$ cat config.mk
export PLATFORM = sky130hd
export DESIGN_NAME = kgp_fetch_queue
export DESIGN_NICKNAME = d
export VERILOG_FILES = /design/src/rtl/kgp_fetch_pkg.sv /design/src/rtl/kgp_fetch_buf.sv /design/src/rtl/kgp_fetch_queue.sv
export SDC_FILE = /design/constraint.sdc
export NUM_CORES = 1
export LEC_CHECK = 0
export CORE_UTILIZATION = 55
export CTS_BUF_LIST = sky130_fd_sc_hd__clkbuf_16
export CTS_CLUSTER_DIAMETER = 100
export DETAILED_ROUTE_END_ITERATION = 16
export PLACE_DENSITY_LB_ADDON = 0.25
export RECOVER_POWER = 100
export REMOVE_ABC_BUFFERS = 1
export SLEW_MARGIN = 40
export SYNTH_ARGS = -nofsm -noshare
export SYNTH_HDL_FRONTEND = slang
export SYNTH_SLANG_ARGS = --single-unit
$ cat constraint.sdc
create_clock -name clk -period 6.2 [get_ports clk]
set_input_delay 0.93 -clock clk [delete_from_list [all_inputs] [get_ports clk]]
set_output_delay 0.93 -clock clk [all_outputs]
set_load 0.05 [all_outputs]
$ cat src/rtl/kgp_fetch_pkg.sv
// KGP fetch queue shared types.
// Slot record and pointer-width helper.
package kgp_fetch_pkg;

    localparam int KGP_XLEN    = 32;
    localparam int KGP_INSTR_W = 32;

    typedef struct packed {
        logic [KGP_XLEN-1:0]    pc;
        logic [KGP_INSTR_W-1:0] instr;
        logic                   filled;
    } slot_t;

    function automatic int clog2(input int n);
        int r;
        r = 0;
        while ((1 << r) < n) r++;
        return r;
    endfunction

endpackage

$ cat src/rtl/kgp_fetch_buf.sv
// KGP fetch queue slot storage.
// Reserve, fill and head-read ports with a flush clear.
module kgp_fetch_buf
    import kgp_fetch_pkg::*;
#(
    parameter int DEPTH = 4,
    parameter int PW    = clog2(DEPTH)
) (
    input  logic                   clk,
    input  logic                   rst,
    input  logic                   clr,
    input  logic                   rsv_en,
    input  logic [PW-1:0]          rsv_idx,
    input  logic [KGP_XLEN-1:0]    rsv_pc,
    input  logic                   fill_en,
    input  logic [PW-1:0]          fill_idx,
    input  logic [KGP_INSTR_W-1:0] fill_instr,
    input  logic [PW-1:0]          head_idx,
    output slot_t                  head
);

    slot_t slots [DEPTH];

    always_ff @(posedge clk or negedge rst) begin
        if (!rst) begin
            for (int i = 0; i < DEPTH; i++) slots[i] <= '0;
        end else if (clr) begin
            for (int i = 0; i < DEPTH; i++) slots[i].filled <= 1'b0;
        end else begin
            if (rsv_en) begin
                slots[rsv_idx].pc     <= rsv_pc;
                slots[rsv_idx].filled <= 1'b0;
            end
            if (fill_en) begin
                slots[fill_idx].instr  <= fill_instr;
                slots[fill_idx].filled <= 1'b1;
            end
        end
    end

    assign head = slots[head_idx];

endmodule

$ cat src/rtl/kgp_fetch_queue.sv
// KGP decoupled instruction prefetcher.
// Keeps up to DEPTH fetches buffered or in flight; redirect flushes.
module kgp_fetch_queue
    import kgp_fetch_pkg::*;
#(
    parameter int              XLEN     = KGP_XLEN,
    parameter int              INSTR_W  = KGP_INSTR_W,
    parameter int              DEPTH    = 4,
    parameter logic [XLEN-1:0] RESET_PC = '0,
    parameter logic [XLEN-1:0] PC_STEP  = 4
) (
    input  logic               clk,
    input  logic               rst,
    output logic               imem_req_valid,
    input  logic               imem_req_ready,
    output logic [XLEN-1:0]    imem_req_addr,
    input  logic               imem_rsp_valid,
    input  logic [INSTR_W-1:0] imem_rsp_data,
    input  logic               redirect_valid,
    input  logic [XLEN-1:0]    redirect_pc,
    output logic               deq_valid,
    input  logic               deq_ready,
    output logic [INSTR_W-1:0] deq_instr,
    output logic [XLEN-1:0]    deq_pc
);

    localparam int PW = clog2(DEPTH);
    localparam int CW = clog2(DEPTH + 1);

    logic [XLEN-1:0] fetch_pc;
    logic [PW-1:0]   head_ptr, fill_ptr, tail_ptr;
    logic [CW-1:0]   used, drop_cnt, pend;
    logic [CW:0]     occ;
    logic            accept, rsp_live, rsp_fill, rsp_drop, deq;
    slot_t           head;

    assign occ            = {1'b0, used} + {1'b0, drop_cnt};
    assign imem_req_valid = rst && !redirect_valid && (occ < (CW+1)'(DEPTH));
    assign imem_req_addr  = fetch_pc;
    assign accept         = imem_req_valid && imem_req_ready;

    // Responses with nothing live or pending-drop are protocol errors.
    assign rsp_live = imem_rsp_valid && (pend != '0 || drop_cnt != '0);
    assign rsp_drop = rsp_live && (drop_cnt != '0 || redirect_valid);
    assign rsp_fill = rsp_live && !rsp_drop;

    assign deq_valid = head.filled;
    assign deq_instr = head.filled ? head.instr : '0;
    assign deq_pc    = head.filled ? head.pc : '0;
    assign deq       = deq_valid && deq_ready;

    always_ff @(posedge clk or negedge rst) begin
        if (!rst) begin
            fetch_pc <= RESET_PC;
            head_ptr <= '0;
            fill_ptr <= '0;
            tail_ptr <= '0;
            used     <= '0;
            pend     <= '0;
            drop_cnt <= '0;
        end else if (redirect_valid) begin
            fetch_pc <= redirect_pc;
            head_ptr <= '0;
            fill_ptr <= '0;
            tail_ptr <= '0;
            used     <= '0;
            pend     <= '0;
            drop_cnt <= drop_cnt + pend - CW'(rsp_live);
        end else begin
            if (accept) begin
                fetch_pc <= fetch_pc + PC_STEP;
                tail_ptr <= tail_ptr + PW'(1);
            end
            if (rsp_fill) fill_ptr <= fill_ptr + PW'(1);
            if (rsp_drop) drop_cnt <= drop_cnt - CW'(1);
            if (deq)      head_ptr <= head_ptr + PW'(1);
            used <= used + CW'(accept) - CW'(deq);
            pend <= pend + CW'(accept) - CW'(rsp_fill);
        end
    end

    kgp_fetch_buf #(
        .DEPTH (DEPTH),
        .PW    (PW)
    ) u_buf (
        .clk        (clk),
        .rst        (rst),
        .clr        (redirect_valid),
        .rsv_en     (accept),
        .rsv_idx    (tail_ptr),
        .rsv_pc     (fetch_pc),
        .fill_en    (rsp_fill),
        .fill_idx   (fill_ptr),
        .fill_instr (imem_rsp_data),
        .head_idx   (head_ptr),
        .head       (head)
    );

endmodule

==> results of run 1 <==
-- area by class of cell --
type                    count  area, um2
fillers                  1919       8720
inverters                  23       86.3
clock inverters            19        101
multi-input cells         657       6370
repair buffers            175       1740
well taps                 335        419
flip-flops and latches    307       7690
clock buffers              37        926
-- sequential cells by signal, summed over array words and instances, names as in the netlist --
register	count
fill_ptr	2
used	3
imem_req_addr	32
u_buf.slots	260
pend	3
drop_cnt	3
tail_ptr	2
head_ptr	2
-- routing by layer --
layer | vias up | share of wire, % | global-route usage [%]
met5 | - | 0 | 0
met4 | 0 | 1.7 | 6.67
met3 | 36 | 5.2 | 4.14
met2 | 222 | 48 | 38.9
met1 | 4721 | 45 | 33.7
li1 | 4116 | - | -
-- Yosys cell counts (5+ instances only) --
| cell | number |
|---|---|
| a21oi_1 | 9 |
| a31o_2 | 6 |
| and2_1 | 67 |
| and3_1 | 8 |
| buf_2 | 31 |
| buf_4 | 17 |
| clkbuf_1 | 22 |
| dfrtp_1 | 307 |
| ha_1 | 20 |
| inv_1 | 21 |
| mux2_2 | 234 |
| mux4_2 | 65 |
| nand2_1 | 72 |
| nand3_1 | 20 |
| nand4_1 | 5 |
| nor2_1 | 18 |
| o211ai_1 | 12 |
| o21ai_0 | 45 |
| o311ai_1 | 5 |
| xnor2_1 | 9 |
-- through the flow --
| step | hold WS (ns) | area, um2 | util, % | worst slack, ns |
|---|---|---|---|---|
| finish | 0.346 | 17300 | 66.5 | 1.11 |
| CTS | 0.362 | 17400 | 66.9 | 1.62 |
| global placement | 0.457 | 16300 | 62.7 | 2.16 |
| global route | 0.372 | 17300 | 66.5 | 0.792 |
| detailed placement | 0.466 | 16400 | 63.0 | 2.15 |
| floorplan | 0.445 | 14200 | - | 1.02 |
-- worst min-delay path by stage --
stage	start	endpoint	cells after the start
after global placement	u_buf.slots[102]$_DFFE_PN0P_	u_buf.slots[102]$_DFFE_PN0P_	2
after floorplan	u_buf.slots[102]$_DFFE_PN0P_	u_buf.slots[102]$_DFFE_PN0P_	2
after global routing	rst	u_buf.slots[216]$_DFFE_PN0P_	1
after detailed placement	u_buf.slots[37]$_DFFE_PN0P_	u_buf.slots[37]$_DFFE_PN0P_	2
after CTS	rst	u_buf.slots[216]$_DFFE_PN0P_	1
final	rst	u_buf.slots[216]$_DFFE_PN0P_	1
-- critical path: stages (launching register included) --
cell and delay [ns]:
dfrtp_1 1.17, mux4_2 0.93, buf_4 0.44, and2_1 0.22, dlygate4sd3_1 0.88
-- cells by family (layout without fill, tap and decap cells) --
kind of cell	after synthesis	after routing	share of synthesized area [%]
XOR/XNOR	12	12	0.720
AO/OA/AOI/OAI	93	93	3.99
AND/OR/NAND/NOR	226	226	8.58
multiplexers	303	303	28.3
flip-flops	307	307	52.6
adder cells (fa/ha/maj)	23	23	2.12
buffers and inverters	100	254	3.63
-- power breakdown --
group	switching [W]	internal [W]	total (W)
logic	0.000447	0.000582	0.00103
registers	0.000229	0.00235	0.00258
clock network	0.000764	0.00110	0.00187
==> results.sh, run 1 <==
export IMPL_synth_main_ff_cell="dfrtp_1"
export IMPL_rsz0062_at_grt="false"
export IMPL_grt_overflow=0
export IMPL_cp_endpoint="deq_pc[25]"
export IMPL_gp_congestion=0.781
export IMPL_hold_viol=0
export IMPL_fin_crit_ns=5.09
export IMPL_ir_drop_uv=260
export IMPL_hpwlAfterDp_mm=19.2
export IMPL_final_common_cell="dfrtp_1"
export IMPL_p_leak_nw=8.14
export IMPL_avgSynthCellArea_um2=13.7
export IMPL_r2r_start="used[1]$_DFF_PN0_"
export IMPL_via_count=9095
export IMPL_drv_cap=9
export IMPL_synth_edf_count=0
export IMPL_crit_path_start_kind="register"
export IMPL_cts_htree_levels=2
export IMPL_cp_max_fo=35
export IMPL_fin_skew_ns=0.0116
export IMPL_yosys_top_cells_area="dfrtp_1 (53%), mux2_2 (18%), mux4_2 (10%)"
export IMPL_tns_ns=0
export IMPL_yosys_cell_types_count=55
export IMPL_slew_limit_headroom_pct=-62.6
export IMPL_async_reset_ff_share_pct=100
export IMPL_r2r_worst_path_cells=6
export IMPL_cp_arrival_ns=4.16
export IMPL_synthCells=1064
export IMPL_setup_viol=0
export IMPL_io_buffers=167
export IMPL_routed_wl_mm=31.3
export IMPL_root_buffer="clkbuf_16"
export IMPL_grt_max_degree=101
export IMPL_final_nets=1291
export IMPL_initial_core_util_pct=56.0
export IMPL_grt_pass1_wl_mm=50.3
export IMPL_viasPerCell=5.86
export IMPL_synth_seq_area_share_pct=52.6
export IMPL_hold_buffers=0
export IMPL_clock_latency_ns=0.50
export IMPL_dieArea_mm2=0.0272
export IMPL_yosys_area_top_type="dfrtp_1"
export IMPL_die_h_um=165
export IMPL_achievable_frequency_mhz=197
export IMPL_ant_nets=0
export IMPL_clk_pin_slew_ns=0.06
export IMPL_cts_resized=0
export IMPL_final_cells=1553
export IMPL_clock_sinks=307
export IMPL_fp_row_count=59
export IMPL_violations="max-capacitance violations, max-slew violations"
export IMPL_diodes=0
export IMPL_syn_to_final_growth_pct=18.7
export IMPL_io_pins=168
export IMPL_route_detailed_drc=0
export IMPL_power_density_mw_per_mm2=316
export IMPL_grt_pass1_vias=9194
export IMPL_core_area_mm2=0.0261
export IMPL_globalRouteTotalUtil_pct=24.1
export IMPL_dpl_cell_count=1497
export IMPL_drt_iter0_drc=569
export IMPL_syn_cell_area_mm2=0.0146
export IMPL_end_kind="output pin"
export IMPL_cp_startpoint="head_ptr[0]$_DFFE_PN0P_"
export IMPL_worstMarginPinSlew_ns=2.44
export IMPL_yosys_warnings=0
export IMPL_worstReg2RegEnd="u_buf.slots[183]$_DFFE_PN0P_"
export IMPL_maxSlewViolCount=397
export IMPL_die_w_um=165
export IMPL_crit_required_ns=5.27
export IMPL_final_cell_mix="dfrtp_1 (306), mux2_2 (234), dlygate4sd3_1 (97), nand2_1 (72), clkdlybuf4s50_1 (68)"
export IMPL_antenna_found_initial=0
export IMPL_status="finished with violations"
export IMPL_r2r_slack_ns=1.76
export IMPL_first_pass_iters=5
export IMPL_routedWlPerCell_um=20.2
export IMPL_synth_top_area_share_pct=52.6
export IMPL_ys_ff_latch=307
export IMPL_cts_setup_buffers=0
export IMPL_hold_path_class="in2async"
export IMPL_clk_path_buf_depth=3
export IMPL_p_total_w=0.00547
export IMPL_timing_worst_setup_path_type="reg2out"
export IMPL_cts_tree="built"
export IMPL_cts_buffers=34
export IMPL_fin_crit_sh_pct=82.1
export IMPL_drive_gt1_share_pct=30.0
Power figures use the tool's default switching activity.
==> inputs of run 2 (changes only) <==
==> constraint.sdc (replaced) <==
create_clock -name clk -period 5 [get_ports clk]
set_input_delay 0.75 -clock clk [delete_from_list [all_inputs] [get_ports clk]]
set_output_delay 0.75 -clock clk [all_outputs]
set_load 0.05 [all_outputs]
==> results.sh, run 2 (same netlist as run 1, synthesis figures left out) <==
export IMPL_status="finished with violations"
export IMPL_violations="max-capacitance violations, max-slew violations"
export IMPL_placement_setup_worst_slack_ns=1.08
export IMPL_clock_latency_ns=0.51
export IMPL_met1Wirelength_mm=14.2
export IMPL_utilization_pct=66.8
export IMPL_wl_met2_mm=16.0
export IMPL_worstMarginPinSlew_ns=2.67
export IMPL_cts_tree="built"
export IMPL_seqPwrFrac_pct=46.0
export IMPL_grt_pass1_vias=9774
export IMPL_switchingPower_w=0.00189
export IMPL_final_cell_mix="dfrtp_1 (305), mux2_2 (234), dlygate4sd3_1 (96), nand2_1 (72), clkdlybuf4s50_1 (69)"
export IMPL_hold_buffers=0
export IMPL_fp_row_count=59
export IMPL_clock_sinks=307
export IMPL_fin_crit_sh_pct=90.8
export IMPL_achievable_frequency_mhz=220
export IMPL_final_common_cell="dfrtp_1"
export IMPL_p_clk_share_pct=35.4
export IMPL_cts_htree_levels=2
export IMPL_die_w_um=165
export IMPL_ir_drop_uv=219
export IMPL_fillers=1895
export IMPL_setup_ws_ns=0.461
export IMPL_largest_register="u_buf.slots"
export IMPL_root_buffer="clkbuf_16"
export IMPL_route_detailed_drc=0
export IMPL_max_stage_delay_ns=0.88
export IMPL_clk_path_buf_depth=3
export IMPL_power_density_mw_per_mm2=400
export IMPL_p_int_w=0.00508
export IMPL_combPwrFrac_pct=18.6
export IMPL_p_total_w=0.00697
export IMPL_place_area_mm2=0.0164
export IMPL_crit_path_start_kind="register"
export IMPL_final_nets=1293
export IMPL_core_area_mm2=0.0261
export IMPL_io_buffers=167
export IMPL_wl_met3_mm=1.58
export IMPL_via_count=9215
export IMPL_grt_pass1_wl_mm=52.9
export IMPL_top_layer="met4"
export IMPL_routedWlPerCell_um=20.8
export IMPL_fin_skew_ns=0.0115
export IMPL_io_pins=168
export IMPL_dieArea_mm2=0.0272
export IMPL_maxSlewViolCount=513
export IMPL_cp_slowest_cell="dfrtp_4"
export IMPL_fin_area_mm2=0.0174
export IMPL_timing_worst_setup_path_type="reg2out"
export IMPL_syn_to_final_growth_pct=19.2
export IMPL_ant_nets=0
export IMPL_cts_resized=0
export IMPL_globalRouteTotalUtil_pct=25.4
export IMPL_hold_viol=0
export IMPL_p_leak_nw=8.16
export IMPL_viasPerCell=5.90
export IMPL_setup_viol=0
export IMPL_cts_setup_buffers=0
export IMPL_cp_max_fo=37
export IMPL_hold_path_class="reg2reg"
export IMPL_gp_congestion=0.767
export IMPL_fin_crit_ns=4.54
export IMPL_grt_overflow=0
export IMPL_largest_register_ffs=260
export IMPL_drv_cap=11
export IMPL_rsz0062_at_grt="false"
export IMPL_hpwlAfterDp_mm=20.0
export IMPL_path_delay_family="buffers and inverters"
export IMPL_crit_required_ns=4.25
export IMPL_final_cells=1561
export IMPL_slew_limit_headroom_pct=-78.2
export IMPL_cts_buffers=34
export IMPL_grt_max_degree=81
export IMPL_first_pass_iters=5
export IMPL_cp_arrival_ns=3.79
export IMPL_initial_core_util_pct=56.0
export IMPL_clk_pin_slew_ns=0.06
export IMPL_end_kind="output pin"
export IMPL_drt_iter0_drc=540
export IMPL_diodes=0
export IMPL_die_h_um=165
export IMPL_antenna_found_initial=0
export IMPL_worst_path_buf_inv=2
export IMPL_routed_wl_mm=32.5
export IMPL_drive_gt1_share_pct=30.9
export IMPL_swShare_pct=27.1
export IMPL_dpl_cell_count=1499
export IMPL_crit_chain="clkbuf_4 -> mux4_2 -> and2_1 -> dlygate4sd3_1"
[run 2: cell types whose count changed in the layout (fill, tap and decap cells not counted), sizes merged, moves of 2 or more]
cell	previous run	this run
clkinv	10	17
buf	6	4
clkbuf	41	44
clkinvlp	0	2
inv	31	27
[run 2: final cells by class]
type | count | area [um2] | area share [%]
sequential | 307 | 7690 | 44.2
multi-input combinational | 657 | 6370 | 36.6
timing repair buffer | 177 | 1730 | 9.94
clock buffer | 37 | 926 | 5.32
tap | 335 | 419 | 2.41
clock inverter | 25 | 181 | 1.04
inverter | 23 | 86.3 | 0.496
[run 2: per-layer routing]
metal / track usage (%) / up-vias
met1: 34.4 / 4790
met5: 0 / -
met2: 42.1 / 250
met3: 4.02 / 56
met4: 8.42 / 0
li1: - / 4119
[run 2: through the flow]
step | hold WS [ns] | TNS, ns
floorplan | 0.445 | -0.220
global placement | 0.457 | 0
detailed placement | 0.466 | 0
CTS | 0.0596 | 0
global route | 0.505 | 0
finish | 0.479 | 0
[run 2: power groups by stage]
| stage | Clock (W) | Combinational (W) | Sequential (W) |
|---|---|---|---|
| 2_1_floorplan | 0 | 0.000849 | 0.00325 |
| 3_3_place_gp | 0 | 0.00127 | 0.00322 |
| 3_5_place_dp | 0 | 0.00133 | 0.00324 |
| 4_1_cts | 0.00251 | 0.00134 | 0.00321 |
| 5_1_grt | 0.00261 | 0.00142 | 0.00326 |
| 6_report | 0.00246 | 0.00130 | 0.00321 |
[run 2: worst register-to-register path, stage by stage, from the launching register on]
cell	delay (ns)
dfrtp_1	0.44
ha_1	0.22
nor3_1	0.23
and4_1	0.23
buf_4	0.32
inv_1	0.49
ha_1	0.46
inv_1	0.06
ha_1	0.13
inv_1	0.04
fa_1	0.37
xnor2_1	0.17
xnor2_1	0.13
nor2_1	0.05
[run 2: final timing paths]
kind                                               from                      endpoint  slack (ns)  cells past startpoint
max                             head_ptr[0]$_DFFE_PN0P_                  deq_instr[7]        0.46                      4
min                        u_buf.slots[106]$_DFFE_PN0P_  u_buf.slots[106]$_DFFE_PN0P_        0.48                      2
max reg2reg                           used[1]$_DFF_PN0_             pend[2]$_DFF_PN0_        1.50                     13
min reg2reg                u_buf.slots[106]$_DFFE_PN0P_  u_buf.slots[106]$_DFFE_PN0P_        0.48                      2
max in group asynchronous                           rst       head_ptr[1]$_DFFE_PN0P_        1.12                      3
min in group asynchronous                           rst  u_buf.slots[151]$_DFFE_PN0P_        0.49                      1
==> inputs of run 3 (changes only) <==
--- a/config.mk
+++ b/config.mk
@@ -5,6 +5,7 @@
 export SDC_FILE = /design/constraint.sdc
 export NUM_CORES = 1
 export LEC_CHECK = 0
+export CORE_MARGIN = 4
 export CORE_UTILIZATION = 55
 export CTS_BUF_LIST = sky130_fd_sc_hd__clkbuf_16
 export CTS_CLUSTER_DIAMETER = 100
==> results.sh, run 3 (same netlist as run 1, synthesis figures left out) <==
export IMPL_diodes=0
export IMPL_drv_cap=8
export IMPL_root_buffer="clkbuf_16"
export IMPL_grt_pass1_vias=9814
export IMPL_cts_setup_buffers=0
export IMPL_clock_latency_ns=0.51
export IMPL_cts_tree="built"
export IMPL_violations="max-capacitance violations, max-slew violations"
export IMPL_fin_crit_sh_pct=81.0
export IMPL_globalRouteTotalUtil_pct=22.9
export IMPL_initial_core_util_pct=56.0
export IMPL_fillers=1924
export IMPL_cts_htree_levels=2
export IMPL_status="finished with violations"
export IMPL_route_detailed_drc=0
export IMPL_hold_buffers=0
export IMPL_routedWlPerCell_um=20.9
export IMPL_cp_startpoint="head_ptr[0]$_DFFE_PN0P_"
export IMPL_crit_required_ns=4.25
export IMPL_first_pass_iters=5
export IMPL_final_cell_mix="dfrtp_1 (305), mux2_2 (234), dlygate4sd3_1 (97), nand2_1 (68), clkdlybuf4s50_1 (68)"
export IMPL_hpwlAfterDp_mm=20.5
export IMPL_crit_path_start_kind="register"
export IMPL_cts_resized=0
export IMPL_hold_path_class="in2async"
export IMPL_setup_viol=0
export IMPL_core_area_mm2=0.0261
export IMPL_multi_input_comb_area_mm2=0.00638
export IMPL_maxSlewViolCount=351
export IMPL_grt_max_degree=96
export IMPL_worstMarginPinSlew_ns=2.38
export IMPL_fp_row_count=59
export IMPL_timing_worst_setup_path_type="reg2out"
export IMPL_slew_limit_headroom_pct=-58.7
export IMPL_utilization_pct=66.7
export IMPL_clk_pin_slew_ns=0.06
export IMPL_hold_viol=0
export IMPL_final_nets=1295
export IMPL_largest_register="u_buf.slots"
export IMPL_clock_sinks=307
export IMPL_clk_path_buf_depth=3
export IMPL_syn_to_final_growth_pct=19.1
export IMPL_fin_skew_ns=0.0212
export IMPL_ant_nets=0
export IMPL_routed_wl_mm=32.7
export IMPL_fin_crit_ns=4.05
export IMPL_dieArea_mm2=0.0292
export IMPL_cp_max_fo=38
export IMPL_gp_congestion=0.818
export IMPL_whs_ns=0.148
export IMPL_via_count=9188
export IMPL_tns_ns=0
export IMPL_io_buffers=167
export IMPL_ff_latch_area_mm2=0.00769
export IMPL_die_w_um=171
export IMPL_cts_buffers=35
export IMPL_cp_arrival_ns=3.30
export IMPL_power_density_mw_per_mm2=392
export IMPL_drive_gt1_share_pct=30.5
export IMPL_die_h_um=171
export IMPL_largest_register_ffs=260
export IMPL_grt_pass1_wl_mm=53.0
export IMPL_ir_drop_uv=247
export IMPL_achievable_frequency_mhz=247
export IMPL_io_pins=168
export IMPL_drt_iter0_drc=542
export IMPL_rsz0062_at_grt="false"
export IMPL_end_kind="output pin"
export IMPL_viasPerCell=5.88
export IMPL_grt_overflow=0
export IMPL_final_common_cell="dfrtp_1"
export IMPL_antenna_found_initial=0
export IMPL_r2r_start="used[1]$_DFF_PN0_"
export IMPL_p_leak_nw=8.16
## run 3: changes by cell type in the layout (fill, tap and decap cells not counted), sizes merged
cell	delta
buf	+3
clkinv	+3
bufinv	-2
clkinvlp	-2
clkbuf	-1
clkdlybuf4s50	-1
dlygate4sd2	-1
dlygate4sd3	+1
inv	+1
## run 3: routing by layer
metal | up-vias | GRT usage [%] | share of wire [%]
met4 | 0 | 5.03 | 1.2
met1 | 4754 | 31.8 | 43
met5 | - | 0 | 0
met3 | 42 | 4.37 | 6.0
met2 | 270 | 38.3 | 50
li1 | 4122 | - | -
## run 3: layout make-up
cell class,count,share of cell area (%)
Clock buffer,37,5.32
Inverter,23,0.497
Clock inverter,25,0.669
Timing Repair Buffer,178,10.2
Sequential cell,307,44.2
Multi-Input combinational cell,657,36.7
Tap cell,335,2.41
## run 3: worst paths after layout
| path | endpoint | slack (ns) | cells past startpoint |
|---|---|---|---|
| max | deq_pc[23] | 0.95 | 4 |
| min | u_buf.slots[223]$_DFFE_PN0P_ | 0.15 | 1 |
| max reg2reg | u_buf.slots[189]$_DFFE_PN0P_ | 1.21 | 6 |
| min reg2reg | u_buf.slots[51]$_DFFE_PN0P_ | 0.48 | 2 |
| max in group asynchronous | u_buf.slots[64]$_DFFE_PN0P_ | 2.19 | 2 |
| min in group clk | u_buf.slots[51]$_DFFE_PN0P_ | 0.48 | 2 |
## run 3: per-stage QoR
step / power [W] / std cells / area (um2) / worst slack, ns
after floorplan: 0.00410 / 987 / 14200 / -0.143
after global placement: 0.00451 / 1499 / 16400 / 1.50
after detailed placement: 0.00457 / 1500 / 16400 / 1.52
after CTS: 0.00691 / 1562 / 17500 / 0.972
after global routing: 0.00717 / 1562 / 17400 / 0.725
final: 0.00682 / 1562 / 17400 / 0.952
## run 3: report_power, final
part / internal, W / switching, W
clock: 0.00133 / 0.000987
combinational: 0.000725 / 0.000584
sequential: 0.00291 / 0.000278
## run 3: worst max-delay path: stages (launching register included)
cell and delay, ns:
dfrtp_4 0.49, mux4_2 0.83, buf_4 0.33, and2_1 0.24, dlygate4sd3_1 0.90
